## src/rtl/nn_pkg.sv

```systemverilog
// Shared defaults, layer-buffer state type and activation saturation for the
// Connect4 network datapath.
package nn_pkg;

    localparam int unsigned FRAC_BITS = 5;
    localparam int unsigned ACT_WIDTH = 8;
    localparam int unsigned SUM_WIDTH = 11;

    typedef enum logic {
        FILL  = 1'b0,
        DRAIN = 1'b1
    } act_state_t;

    // Clamp a signed value into the range of a w-bit two's-complement word.
    function automatic logic signed [31:0] sat_act(input logic signed [31:0] t,
                                                   input int unsigned      w);
        logic signed [31:0] hi;
        logic signed [31:0] lo;
        hi = (32'sd1 <<< (w - 32'd1)) - 32'sd1;
        lo = -hi - 32'sd1;
        if (t > hi) begin
            return hi;
        end
        if (t < lo) begin
            return lo;
        end
        return t;
    endfunction

endpackage

```

## src/rtl/act_quant.sv

```systemverilog
// Combinational quantizer: sum + bias, optional ReLU, saturate to an activation.
module act_quant #(
    parameter int unsigned SUM_WIDTH = nn_pkg::SUM_WIDTH,
    parameter int unsigned ACT_WIDTH = nn_pkg::ACT_WIDTH,
    parameter int unsigned USE_RELU  = 1
) (
    input  logic signed [SUM_WIDTH-1:0] sum_in,
    input  logic signed [ACT_WIDTH-1:0] bias_in,
    output logic signed [ACT_WIDTH-1:0] act_c
);

    localparam int unsigned TW = SUM_WIDTH + 1;

    logic signed [TW-1:0] t;
    logic signed [31:0]   t_relu;

    // One guard bit above the sum width keeps the add exact.
    always_comb begin
        t      = TW'(sum_in) + TW'(bias_in);
        t_relu = 32'(t);
        if ((USE_RELU != 0) && t[TW-1]) begin
            t_relu = '0;
        end
        act_c = ACT_WIDTH'(nn_pkg::sat_act(t_relu, ACT_WIDTH));
    end

endmodule

```

## src/rtl/activation_buffer.sv

```systemverilog
// Quantizes one layer of neuron sums into a buffer, tracks the argmax, then
// streams the activations out in index order for the next layer.
module activation_buffer #(
    parameter int unsigned NUM_NEURONS = 16,
    parameter int unsigned SUM_WIDTH   = nn_pkg::SUM_WIDTH,
    parameter int unsigned ACT_WIDTH   = nn_pkg::ACT_WIDTH,
    parameter int unsigned FRAC_BITS   = nn_pkg::FRAC_BITS,
    parameter int unsigned USE_RELU    = 1
) (
    input  logic                                 clk,
    input  logic                                 rst_n,
    input  logic                                 sum_valid,
    output logic                                 sum_ready,
    input  logic signed [SUM_WIDTH-1:0]          sum_in,
    input  logic signed [ACT_WIDTH-1:0]          bias_in,
    output logic                                 act_valid,
    input  logic                                 act_ready,
    output logic signed [ACT_WIDTH-1:0]          act_out,
    output logic                                 act_last,
    output logic                                 layer_done,
    output logic [$clog2(NUM_NEURONS)-1:0]       argmax_idx,
    output logic                                 argmax_valid
);

    localparam int unsigned IDX_W = $clog2(NUM_NEURONS);
    localparam logic [IDX_W-1:0] LAST_IDX = IDX_W'(NUM_NEURONS - 1);

    if ((FRAC_BITS >= ACT_WIDTH) || (NUM_NEURONS < 2)) begin : g_param_check
        $error("activation_buffer: unsupported FRAC_BITS/NUM_NEURONS");
    end

    nn_pkg::act_state_t          state;
    nn_pkg::act_state_t          state_nxt;
    logic [IDX_W-1:0]            wr_idx;
    logic [IDX_W-1:0]            rd_idx;
    logic signed [ACT_WIDTH-1:0] act_mem [NUM_NEURONS];
    logic signed [ACT_WIDTH-1:0] max_val;
    logic signed [ACT_WIDTH-1:0] act_c;
    logic                        sum_xfer_c;
    logic                        act_xfer_c;
    logic                        wr_last_c;
    logic                        rd_last_c;

    act_quant #(
        .SUM_WIDTH (SUM_WIDTH),
        .ACT_WIDTH (ACT_WIDTH),
        .USE_RELU  (USE_RELU)
    ) u_quant (
        .sum_in  (sum_in),
        .bias_in (bias_in),
        .act_c   (act_c)
    );

    // Handshake decode straight off the state register.
    assign sum_ready    = (state == nn_pkg::FILL);
    assign act_valid    = (state == nn_pkg::DRAIN);
    assign argmax_valid = act_valid;
    assign sum_xfer_c   = sum_valid && sum_ready;
    assign act_xfer_c   = act_ready && act_valid;
    assign wr_last_c    = (wr_idx == LAST_IDX);
    assign rd_last_c    = (rd_idx == LAST_IDX);
    assign act_out      = act_valid ? act_mem[rd_idx] : '0;
    assign act_last     = act_valid && rd_last_c;

    always_ff @(posedge clk or negedge rst_n) begin
        if (!rst_n) begin
            state <= nn_pkg::FILL;
        end else begin
            state <= state_nxt;
        end
    end

    always_comb begin
        state_nxt = state;
        case (state)
            nn_pkg::FILL: begin
                if (sum_xfer_c && wr_last_c) begin
                    state_nxt = nn_pkg::DRAIN;
                end
            end
            nn_pkg::DRAIN: begin
                if (act_xfer_c && rd_last_c) begin
                    state_nxt = nn_pkg::FILL;
                end
            end
            default: state_nxt = nn_pkg::FILL;
        endcase
    end

    always_ff @(posedge clk or negedge rst_n) begin
        if (!rst_n) begin
            wr_idx     <= '0;
            rd_idx     <= '0;
            layer_done <= 1'b0;
        end else begin
            layer_done <= act_xfer_c && rd_last_c;
            if (sum_xfer_c) begin
                wr_idx <= wr_last_c ? '0 : wr_idx + IDX_W'(1);
            end
            if (act_xfer_c) begin
                rd_idx <= rd_last_c ? '0 : rd_idx + IDX_W'(1);
            end
        end
    end

    // Buffer is deliberately not reset; it is masked outside DRAIN.
    always_ff @(posedge clk) begin
        if (sum_xfer_c) begin
            act_mem[wr_idx] <= act_c;
        end
    end

    // Strictly-greater update so ties keep the lowest index.
    always_ff @(posedge clk or negedge rst_n) begin
        if (!rst_n) begin
            argmax_idx <= '0;
            max_val    <= '0;
        end else if (sum_xfer_c && ((wr_idx == '0) || (act_c > max_val))) begin
            argmax_idx <= wr_idx;
            max_val    <= act_c;
        end
    end

endmodule

```

## config.mk

```make
export PLATFORM = sky130hd
export DESIGN_NAME = activation_buffer
export DESIGN_NICKNAME = d
export VERILOG_FILES = /design/src/rtl/nn_pkg.sv /design/src/rtl/act_quant.sv /design/src/rtl/activation_buffer.sv
export SDC_FILE = /design/constraint.sdc
export NUM_CORES = 1
export LEC_CHECK = 0
export CAP_MARGIN = 20
export CORE_AREA = 2 2 115 117
export DETAILED_ROUTE_END_ITERATION = 10
export DIE_AREA = 0 0 117 119
export GPL_TIMING_DRIVEN = 0
export PLACE_DENSITY_LB_ADDON = 0.1
export SYNTH_ARGS = -nofsm -noshare
export SYNTH_HDL_FRONTEND = slang
export SYNTH_HIERARCHICAL = 1
export SYNTH_SLANG_ARGS = --single-unit
export TNS_END_PERCENT = 20
```

## constraint.sdc

```tcl
create_clock -name clk -period 2.82 [get_ports clk]
set_clock_uncertainty 0.1 [all_clocks]
set_input_delay 0.423 -clock clk [delete_from_list [all_inputs] [get_ports clk]]
set_output_delay 0.423 -clock clk [all_outputs]
set_load 0.005 [all_outputs]
```

==> results.txt <==
----------------------------------------------------
[Timing]
  Number of pins exceeding their max-slew limit in the final report ... 0
  Part of the cycle the worst path needs ... 1.401
  Worst slew slack as a fraction of its limit ... 0.6139
  Final number of hold-violating endpoints ... 0
  Actual transition at the worst max-transition pin ... approximately 0.58 ns
  Unrepaired setup endpoints after global routing ... yes
  Total Negative Setup Slacks ... -15.09 ns
  Maximum frequency from static timing analysis ... roughly 250 MHz
  Final worst path period need ... 3.950 ns
  Final setup violating endpoints ... 20
  Crit path setup slack, layout ... -1.130 ns

[Floorplan]
  Die area ... around 14000 µm²
  Initial cell density of the core ... 0.5335
  Horizontal die dimension ... between 100 and 150 µm
  Total number of placement rows ... 42
  Die Height ... around 120 µm
  Core ar. ... about 13000 µm²
  Top-Level Pins ... 40

[GRT]
  Initial antenna violation count ... 0
  GRT Total Usage ... 0.2371
  Leftover overflow at the end of global routing ... 0
  Via count of the first global-routing pass ... 4012
  First-pass GRT wire length ... around 23000 µm
  Largest net degree at the start of global routing ... 23

[Synthesis]
  Leading cell types by count after synthesis ... 128 x sky130_fd_sc_hd__edfxtp_1, 40 x sky130_fd_sc_hd__mux4_2, 24 x sky130_fd_sc_hd__ha_1, 23 x sky130_fd_sc_hd__and2_1, 22 x sky130_fd_sc_hd__dfrtp_1
  Combinational family with the most area after synthesis ... multiplexers
  Share of synthesized registers carrying an async set or reset ... 0.1467
  Xor/xnor cell area share of the yosys netlist ... 0.01403
  Register bit count reported by yosys ... 150
  Mapped Cells ... 408
  Post-Synthesis Net Count ... 456
  Most frequently used cell type in the post-synthesis netlist ... sky130_fd_sc_hd__edfxtp_1
  Synth warn ... 6
  Top cells by area in the synthesized netlist ... sky130_fd_sc_hd__edfxtp_1 56%, sky130_fd_sc_hd__mux4_2 13%, sky130_fd_sc_hd__dfrtp_1 8.0%, sky130_fd_sc_hd__ha_1 4.4%, sky130_fd_sc_hd__and2_1 2.1%
  Library cell occupying the most area in the post-synthesis netlist ... sky130_fd_sc_hd__edfxtp_1
  Count of cell types in the netlist ... 54
  Most frequently used flop master after synthesis ... sky130_fd_sc_hd__edfxtp_1
  Adder-cell area share of the yosys netlist ... 0.04663
  Register area share after synthesis ... 0.6397
  Fraction of the mapped netlist area in compound gates ... 0.05410
  Simple-gate share of the synthesized area ... 0.06485
  Syn_area_per_cell ... 16.84 µm²
  Post-Syn Area ... slightly below 7000 µm²
  Top cell type's share of synthesized area ... 0.5596
  Number of enable-type register cells in the synthesized netlist ... about 130
  Multiplexer share of the synthesized area ... 0.1554

[Clock network]
  Source-to-sink clock delay at the later pin of the worst-skew pair ... 0.43 ns
  Clock Sinks ... 150
  Number of buffers between clock root and the deepest sink ... 2
  Clock transition at the registers of the reported paths ... 0.06 ns
  Hold buffer count at CTS ... 0
  Number of buffers created by CTS ... 17
  CTS Root Buffer Type ... sky130_fd_sc_hd__clkbuf_16
  # H-tree levels ... 4
  CTS tree ... built

[Finish]
  Layout Cell Area excl Fill ... between 8000 and 9000 µm²
  Final-layout fill cell count ... 874
  Fraction of layout instances using a drive strength above 1 ... 0.3760
  Nets ... ~560
  Ant diodes ... 0
  Area growth syn-to-layout ... 29.51%

[Route]
  Number of routed nets with antenna violations ... 0
  Drt initial violations ... approximately 370
  Post-Route WL ... approximately 15000 µm
  DRC violation count after routing ... 0
  Detail-routed via count per cell ... ~5.6
  Via count ... 3934
  Length of the first detailed-routing pass in iterations ... 5
  Wirelength per Cell ... roughly 21 µm

[Pwr]
  Internal power of the cells ... between 6 and 7 mW
  Fraction of power spent switching nets ... 0.2957
  Portion of total power attributed to sequential cells ... 0.338
  Total power per unit cell area ... approximately 960 nW/µm²
  Clock network fraction of total power ... 0.255
  Net switching power of the design ... 2.525 mW
  Maximum ir drop on the vdd rail ... around 0.00054 V
  Combinational fraction of design power ... 0.408
  P_leak ... 3.222 nW
  Overall power ... 8.536 mW

[Outcome]
  Violated checks ... negative setup slack
  Status ... finished with violations

[Place]
  Port Buf Inserts ... 39
  Final RePlAce weighted congestion ... 0.7485
  Worst setup slack after placement ... -2.584 ns
  Post-Place Cell Area ... roughly 7600 µm²
  Detailed Place HPWL ... ~8900 µm

[Worst setup path]
  Critical Path Sink Type ... flip-flop
  Endpoint arrival time on the critical path ... roughly 4.2 ns
  Maximum net fanout on the critical path ... 5
  Worst endpoint required time ... a little over 3 ns
  Type of the worst setup path ... input port to flip-flop
  CP startpoint kind ... input port
  Startpoint of the most critical setup path ... bias_in[0]
  Reg-to-reg startpoint ... max_val[6]

[Run]
  Count of maximum capacitance violations ... 0

[Worst hold path]
  Class of the tightest hold or removal check ... input port to async pin

----------------------------------------------------
[flip-flops by register name (all words and copies together), names as in the netlist]
signal,count
act_mem,128
act_valid,1
argmax_idx,4
layer_done,1
max_val,8
rd_idx,4
wr_idx,4
[worst max-delay path, stage by stage]
cell and delay (ns):
sky130_fd_sc_hd__buf_6 0.08, sky130_fd_sc_hd__ha_4 0.12, sky130_fd_sc_hd__inv_2 0.03, sky130_fd_sc_hd__fa_2 0.35, sky130_fd_sc_hd__nand2b_4 0.17, sky130_fd_sc_hd__a211oi_4 0.33, sky130_fd_sc_hd__o211ai_4 0.17, sky130_fd_sc_hd__a21oi_4 0.20
sky130_fd_sc_hd__mux2i_4 0.27, sky130_fd_sc_hd__buf_12 0.15, sky130_fd_sc_hd__o31ai_4 0.09, sky130_fd_sc_hd__ha_1 0.32, sky130_fd_sc_hd__nand4_1 0.16, sky130_fd_sc_hd__a211o_1 0.28, sky130_fd_sc_hd__and4b_2 0.24, sky130_fd_sc_hd__o31ai_4 0.28
sky130_fd_sc_hd__buf_6 0.18, sky130_fd_sc_hd__mux2_4 0.30
[stage by stage]
step / utilization / cells / hold slack, ns
detailed placement: 0.5879 / 623 / 0.3823
global placement: 0.5879 / 623 / 0.3805
global route: 0.6910 / 700 / 0.1666
floorplan: - / 408 / 0.02741
CTS: 0.6793 / 692 / 0.4026
finish: 0.6910 / 700 / 0.1660
[power by group through the flow]
| stage | clock network, mW | registers (mW) | logic (mW) |
|---|---|---|---|
| 5_1_grt | 2.27 | 2.91 | 3.75 |
| 2_1_floorplan | 0 | 2.86 | 1.83 |
| 6_report | 2.17 | 2.88 | 3.48 |
| 3_5_place_dp | 0 | 2.90 | 2.69 |
| 3_3_place_gp | 0 | 2.89 | 2.64 |
| 4_1_cts | 2.19 | 2.88 | 3.33 |
[metal layers]
layer	wire length, µm	track usage	up-vias
li1	-	-	1796
met3	654	0.04987	30
met2	7653	0.3793	91
met5	0	0	-
met1	6217	0.3138	2017
met4	457	0.1051	0
[kinds of logic after synthesis]
group / count (synthesis)
buffers and inverters: 35
AO/OA/AOI/OAI: 46
flip-flops: 150
multiplexers: 54
AND/OR/NAND/NOR: 86
XOR/XNOR: 11
adder cells (fa/ha/maj): 25
other: 1
[placed cells by master, fill, tap and decap left out, types with 4 or more instances in the layout]
| cell | instances |
|---|---|
| sky130_fd_sc_hd__nand2_1 | 19 |
| sky130_fd_sc_hd__clkbuf_1 | 6 |
| sky130_fd_sc_hd__buf_4 | 31 |
| sky130_fd_sc_hd__nand3_1 | 5 |
| sky130_fd_sc_hd__clkdlybuf4s50_1 | 20 |
| sky130_fd_sc_hd__xor2_1 | 4 |
| sky130_fd_sc_hd__ha_4 | 7 |
| sky130_fd_sc_hd__edfxtp_1 | 128 |
| sky130_fd_sc_hd__o21ai_0 | 4 |
| sky130_fd_sc_hd__inv_1 | 18 |
| sky130_fd_sc_hd__and2_4 | 7 |
| sky130_fd_sc_hd__ha_1 | 16 |
| sky130_fd_sc_hd__dlymetal6s2s_1 | 4 |
| sky130_fd_sc_hd__buf_6 | 17 |
| sky130_fd_sc_hd__mux2_4 | 10 |
| sky130_fd_sc_hd__dfrtp_1 | 21 |
| sky130_fd_sc_hd__and2_1 | 16 |
| sky130_fd_sc_hd__clkbuf_16 | 17 |
| sky130_fd_sc_hd__xnor2_1 | 7 |
| sky130_fd_sc_hd__clkinv_2 | 4 |
| sky130_fd_sc_hd__buf_12 | 7 |
| sky130_fd_sc_hd__nor2_1 | 15 |
| sky130_fd_sc_hd__mux4_2 | 40 |
| sky130_fd_sc_hd__a21oi_1 | 11 |
[final cells by class]
cell class / instances / area (µm²) / area share
well taps: 176 / 220.2 / 0.02475
plain buffers: 13 / 121.4 / 0.01364
multi-input cells: 223 / 2634 / 0.2961
clock buffers: 20 / 436.7 / 0.04909
repair buffers: 86 / 883.3 / 0.09930
flip-flops and latches: 150 / 4395 / 0.4941
clock inverters: 12 / 130.1 / 0.01463
inverters: 20 / 75.07 / 0.008439
[path summary, 6_finish.rpt]
path | end | depth (start not counted) | slack (ns)
hold reg to reg | wr_idx[2] | 1 | 0.40
setup / recovery | max_val[6] | 18 | -1.13
setup reg to reg | max_val[6] | 8 | 0.50
max in group asynchronous | wr_idx[2] | 2 | 2.05
min in group clk | wr_idx[2] | 1 | 0.40
hold / removal | rd_idx[3] | 1 | 0.17
[repair_timing]
| item | CTS | global route |
|---|---|---|
| gates resized for setup | 111 | 26 |
| endpoints found under the hold margin | 0 | 0 |
| pin swaps | 20 | 12 |
| endpoints found under the setup margin | 133 | 83 |
| buffers inserted | 37 | 9 |
| gates cloned | 2 | 0 |
No activity file was read; power rests on OpenSTA's default activity.
